$ cat src/rtl/core_pkg.sv
// Shared definitions for the MIPS core control path: opcodes, ALU op classes
// and the packed bundle of datapath control strobes.
package core_pkg;

  localparam int OPCODE_BITS = 6;

  // Primary opcodes (instr[31:26]) understood by the main decoder
  localparam logic [OPCODE_BITS-1:0] OP_RTYPE = 6'b000000;
  localparam logic [OPCODE_BITS-1:0] OP_J     = 6'b000010;
  localparam logic [OPCODE_BITS-1:0] OP_JAL   = 6'b000011;
  localparam logic [OPCODE_BITS-1:0] OP_BEQ   = 6'b000100;
  localparam logic [OPCODE_BITS-1:0] OP_BNE   = 6'b000101;
  localparam logic [OPCODE_BITS-1:0] OP_XORI  = 6'b001110;
  localparam logic [OPCODE_BITS-1:0] OP_LUI   = 6'b001111;
  localparam logic [OPCODE_BITS-1:0] OP_LW    = 6'b100011;
  localparam logic [OPCODE_BITS-1:0] OP_SW    = 6'b101011;

  // ALU operation classes, {AluOp1, AluOp0}
  localparam logic [1:0] ALUOP_ADD   = 2'b00;  // address generation / lui pass
  localparam logic [1:0] ALUOP_SUB   = 2'b01;  // branch compare
  localparam logic [1:0] ALUOP_FUNCT = 2'b10;  // ALU decodes the funct field
  localparam logic [1:0] ALUOP_LOGIC = 2'b11;  // immediate logic op

  // The 15 control strobes driven toward the datapath
  typedef struct packed {
    logic       reg_dest;
    logic       sign_ext;
    logic       brn;
    logic       bne;
    logic       lui;
    logic       mem_w;
    logic       mem_read;
    logic       mto_reg;
    logic [1:0] alu_op;
    logic       alu_src;
    logic       reg_wr;
    logic       reg_wr2;
    logic       jmp;
    logic       jal;
  } ctrl_t;

  // Bubble: every strobe inactive
  localparam ctrl_t CTRL_NONE = '{
    reg_dest: 1'b0, sign_ext: 1'b0, brn: 1'b0, bne: 1'b0, lui: 1'b0,
    mem_w: 1'b0, mem_read: 1'b0, mto_reg: 1'b0, alu_op: 2'b00,
    alu_src: 1'b0, reg_wr: 1'b0, reg_wr2: 1'b0, jmp: 1'b0, jal: 1'b0
  };

endpackage

$ cat src/rtl/control_decode.sv
// Purely combinational opcode -> control strobe decoder. Unknown opcodes
// decode to a bubble (all strobes low) rather than raising anything.
module control_decode
  import core_pkg::*;
(
  input  logic [OPCODE_BITS-1:0] opcode,
  output ctrl_t                  ctrl
);

  // Opcode lookup; every arm starts from the bubble so unlisted strobes stay low
  always_comb begin
    ctrl = CTRL_NONE;
    case (opcode)
      OP_LW: begin
        ctrl.sign_ext = 1'b1;
        ctrl.mem_read = 1'b1;
        ctrl.mto_reg  = 1'b1;
        ctrl.alu_src  = 1'b1;
        ctrl.reg_wr   = 1'b1;
        ctrl.alu_op   = ALUOP_ADD;
      end
      OP_SW: begin
        ctrl.sign_ext = 1'b1;
        ctrl.mem_w    = 1'b1;
        ctrl.alu_src  = 1'b1;
        ctrl.alu_op   = ALUOP_ADD;
      end
      OP_RTYPE: begin
        ctrl.reg_dest = 1'b1;
        ctrl.reg_wr   = 1'b1;
        ctrl.alu_op   = ALUOP_FUNCT;
      end
      OP_LUI: begin
        ctrl.lui      = 1'b1;
        ctrl.alu_src  = 1'b1;
        ctrl.reg_wr   = 1'b1;
        ctrl.alu_op   = ALUOP_ADD;
      end
      OP_XORI: begin
        // logic immediates are zero-extended
        ctrl.alu_src  = 1'b1;
        ctrl.reg_wr   = 1'b1;
        ctrl.alu_op   = ALUOP_LOGIC;
      end
      OP_J: begin
        ctrl.jmp      = 1'b1;
      end
      OP_JAL: begin
        // link goes through the second write port so RegWr stays free
        ctrl.jmp      = 1'b1;
        ctrl.jal      = 1'b1;
        ctrl.reg_wr2  = 1'b1;
      end
      OP_BEQ: begin
        ctrl.brn      = 1'b1;
        ctrl.sign_ext = 1'b1;
        ctrl.alu_op   = ALUOP_SUB;
      end
      OP_BNE: begin
        ctrl.bne      = 1'b1;
        ctrl.sign_ext = 1'b1;
        ctrl.alu_op   = ALUOP_SUB;
      end
      default: begin
        ctrl = CTRL_NONE;
      end
    endcase
  end

endmodule

$ cat src/rtl/control_unit.sv
// Main decoder of the single-issue MIPS core. Decodes the opcode and
// registers the strobes so they line up with the decode/execute boundary.
module control_unit
  import core_pkg::*;
#(
  parameter int OPCODE_W = 6
) (
  input  logic                clk,
  input  logic                rst_n,
  input  logic [OPCODE_W-1:0] opcode,
  output logic                RegDest,
  output logic                SignExtend,
  output logic                Brn,
  output logic                Bne,
  output logic                lui,
  output logic                MemW,
  output logic                MemRead,
  output logic                MtoReg,
  output logic                AluOp1,
  output logic                AluOp0,
  output logic                AluSrc,
  output logic                RegWr,
  output logic                RegWr2,
  output logic                jmp,
  output logic                jal
);

  ctrl_t ctrl_s;
  ctrl_t ctrl_r;

  control_decode u_decode (
    .opcode (opcode),
    .ctrl   (ctrl_s)
  );

  // Pipeline register for the strobes; async reset forces a bubble at once
  always_ff @(posedge clk or negedge rst_n) begin
    if (!rst_n) begin
      ctrl_r <= CTRL_NONE;
    end else begin
      ctrl_r <= ctrl_s;
    end
  end

  assign RegDest    = ctrl_r.reg_dest;
  assign SignExtend = ctrl_r.sign_ext;
  assign Brn        = ctrl_r.brn;
  assign Bne        = ctrl_r.bne;
  assign lui        = ctrl_r.lui;
  assign MemW       = ctrl_r.mem_w;
  assign MemRead    = ctrl_r.mem_read;
  assign MtoReg     = ctrl_r.mto_reg;
  assign AluOp1     = ctrl_r.alu_op[1];
  assign AluOp0     = ctrl_r.alu_op[0];
  assign AluSrc     = ctrl_r.alu_src;
  assign RegWr      = ctrl_r.reg_wr;
  assign RegWr2     = ctrl_r.reg_wr2;
  assign jmp        = ctrl_r.jmp;
  assign jal        = ctrl_r.jal;

endmodule

$ cat config.mk
export PLATFORM = sky130hd
export DESIGN_NAME = control_unit
export DESIGN_NICKNAME = d
export VERILOG_FILES = /design/src/rtl/core_pkg.sv /design/src/rtl/control_decode.sv /design/src/rtl/control_unit.sv
export SDC_FILE = /design/constraint.sdc
export NUM_CORES = 1
export LEC_CHECK = 0
export ABC_AREA = 1
export CELL_PAD_IN_SITES_DETAIL_PLACEMENT = 1
export CELL_PAD_IN_SITES_GLOBAL_PLACEMENT = 1
export CORE_MARGIN = 10
export CORE_UTILIZATION = 32
export DETAILED_ROUTE_END_ITERATION = 6
export GPL_ROUTABILITY_DRIVEN = 1
export PLACE_DENSITY = 0.79
export SYNTH_ARGS = -nofsm -noshare
export SYNTH_HDL_FRONTEND = slang
export SYNTH_HIERARCHICAL = 1
export SYNTH_SLANG_ARGS = --single-unit
$ cat constraint.sdc
create_clock -name clk -period 0.9 [get_ports clk]
set_input_delay 0.18 -clock clk [delete_from_list [all_inputs] [get_ports clk]]
set_output_delay 0.18 -clock clk [all_outputs]
set_load 0.05 [all_outputs]
* After elaboration in Yosys (flattened, before gate mapping)
Index checks and enable logic that the tools add are counted.
** Word-level totals
- Output and inout port bits :: 15
- Word-level logic and storage cells :: 39
- Register bits :: 14
- Input bits :: 8
** Cells by class
- Eq/ne operators :: 8
- Reductions and logical operators :: 6
- Muxes and demuxes :: 12
** Operator list (count)
- equality test 6 x 2 -> 1 bit, second input constant :: 2
- equality test 6 x 3 -> 1 bit, second input constant :: 2
- equality test 6 x 4 -> 1 bit, second input constant :: 2
- equality test 6 bit, second input constant :: 2
- OR reduction 4 bit :: 3
- 2-to-1 mux 1 bit :: 10
- zero test 6 bit :: 1
- case mux 2 bit (3 select lines) :: 1
- OR reduction 2 bit :: 2
- 2-to-1 mux 2 bit :: 1

* Logic depth before layout (Yosys ltp)
- Word-level depth :: 3
- Mapped depth :: 5
- Gate-level depth less buffers :: 4

* Modules after synthesis
The synthesis kept the hierarchy.
** By module, submodules not included
- control_unit :: instances 1, seq. area each 375.4 um^2, area each 375.4 um^2, cells each 15
- control_decode :: instances 1, seq. area each 0.0 um^2, area each 180.2 um^2, cells each 36

* Least setup slack after synthesis
OpenSTA, ideal clock, no wires.
- Path kind :: flip-flop to output port
- Start :: register ctrl_r (netlist bit AluOp0)
- End :: output AluOp0
- Buffers on the path :: 0
- Setup slack :: 0.134 ns
- Required time :: 0.720 ns
- Cell stages (with the launch flop) :: 1
- Arrival time :: 0.586 ns
- Cells stage by stage :: dfrtp_1
** RTL lines
- start: declaration :: line control_unit.sv:29 : ctrl_t ctrl_r;
- start signal: assignment :: line control_unit.sv:41 : ctrl_r <= ctrl_s;
- end: declaration :: line control_unit.sv:20 : output logic AluOp0,
No word-level cell between the ends.

* Final worst setup path
- Start :: register ctrl_r (netlist bit lui)
- End :: output lui
** RTL lines
- end: declaration :: line control_unit.sv:15 : output logic lui,
No word-level cell between the ends.

==> results <==
[worst paths after layout]
kind / from / to / slack [ps] / depth (start not counted)
min in group clk: opcode[3] / MtoReg / 320 / 4
max in group asynchronous: rst_n / MemRead / 550 / 2
hold / removal: rst_n / RegWr2 / 230 / 2
setup / recovery: lui / lui / -150 / 1
[per-layer routing]
metal / track usage (%) / routed length, um / vias to the layer above
li1: - / - / 210
met3: 2.26 / 109 / 4
met4: 6.69 / 38 / 0
met5: 0 / 0 / -
met1: 10.4 / 642 / 213
met2: 17.3 / 884 / 21
[cell type report]
| cell class | instances | area (um2) |
|---|---|---|
| tap | 16 | 20.0 |
| clock buffer | 4 | 26.3 |
| fill | 154 | 531 |
| multi-input combinational | 24 | 178 |
| timing repair buffer | 26 | 409 |
| inverter | 10 | 37.5 |
| sequential | 15 | 375 |
[repair_timing]
item	in CTS	in global routing
gates resized for setup	13	3
pin swaps	3	0
setup endpoints to repair	23	21
hold endpoints to repair	0	0
[logic make-up (layout without fill, tap and decap cells)]
family | Yosys count | count (layout) | synth area share [%]
AND/OR/NAND/NOR | 24 | 24 | 23.0
flip-flops | 15 | 15 | 67.6
buffers and inverters | 12 | 40 | 9.46
[Yosys cell counts, drive strengths merged]
cell and instances:
buf 2, nand3 5, nand3b 1, inv 10, dfrtp 15, nor3 2, nor2 9, nand2 6
nand4 1
[per-stage QoR]
stage	TNS (ps)	cell area [um2]	util (%)	worst slack (ps)
finish	-1790	1050	66.3	-145
global route	-2400	1050	66.3	-178
CTS	-2060	1030	65.6	-157
detailed placement	-4660	973	61.7	-396
global placement	-3870	973	61.7	-294
floorplan	0	556	-	134
[power groups by stage]
stage	Clock (W)	Sequential (W)	Combinational [W]
2_1_floorplan	0	0.000740	0.0000364
3_3_place_gp	0	0.000706	0.000199
3_5_place_dp	0	0.000707	0.000206
4_1_cts	0.000395	0.000694	0.000214
5_1_grt	0.000426	0.000695	0.000230
6_report	0.000368	0.000694	0.000216
==> out/metrics.cfg <==
[setup_path]
endpoint_kind=output pin
critical-path-max-stage-delay_ps=420
critical_path_class=reg2out
cp_data_required_time_ps=720
crit_buf_inv=1
start_kind=flip-flop
cp_slowest_cell=dfrtp_1
crit_path_max_fanout=1
critical-path-top-delay-family=flip-flops
crit_chain=buf_12
cp.arrival_ps=870

[synth]
synthTopCellsByArea=dfrtp_1, inv_1, nand3_1, nand2_1, nor2_1
ys_types=12
yosys_warnings=6
syn_avg_cell_area_um2=10.9
yosys.area.top_type_share_pct=67.6
ys_seq_area_share_pct=67.6
synthCells=51
syn_area_um2=556
synth-seq-cells=15
yosysTopAreaCell=dfrtp_1
synth_nets=59

[power_and_ir_drop]
p_total_w=0.00128
share_seq_of_total_power_pct=54.3
p_leak_nw=0.574
comb_power_share_pct=16.9
p_switching_w=0.000327
cellPowerDensity_nw_per_um2=1220
p_clk_share_pct=28.8
power.internal_w=0.000950
vdd_drop_max_uv=938
p_sw_share_pct=25.6

[die]
dieArea_um2=3800
start_util_pct=35.2
ioPinCount=23
rows=14
core_area_um2=1580
die_x_um=61.7
dieHeight_um=61.7

[timing]
fmax_mhz=957
rsz0062_at_grt=true
finalHoldViolations=0
slew-limit-headroom_pct=86.5
fin_crit_ps=1050
post-route-period-util_pct=116
worstMarginPinSlew_ps=202
hold-worst-slack_ps=233
maxSlewViolCount=0
setup_viol=15
layout_setup_ws_ps=-145

[clock_network]
clkSlewWorstSetupHoldPaths_ps=80
cts_hold_buf=0
cts_max_level=1
cts_inserted_buffers=3
cts.sinks=15
cts_root_buffer=clkbuf_4
cts_tree=done
cts_setup_buffers=0
clock_path_buffers=2

[place]
dp.cells=91
hpwl_um=1390
port_buffers=22
place_congestion=0.819

[routing]
dr_total_vias=448
wl_per_cell_um=17.6
wirelength_um=1680
drtIter0Drc=2
via_per_inst=4.72
ant_nets=0
drc_errors=0
dr.pass1.iters=4

[run_status]
violations=negative setup slack
outcome=finished, violations left

[cells_and_area]
fin_cells=95
nNetsFinal=88
post_route_cells_drive_above_1_share_pct=44.3
insertedDiodeCount=0
final_cell_mix=buf_12, dfrtp_1, inv_1
final_common_cell=buf_12
area_delta_synth_final_pct=88.3

[grt]
grt_pass1_wl_um=2660
grtUsageTotal_pct=9.93
grt_max_degree=16
grt-ovfl-total=0
first_global_vias=513
antenna_found_initial=0

[flow_run]
cap_viol_max_count=0

[hold_path]
hold_class=in2async

Note: power is estimated with default switching activity, not from simulation.
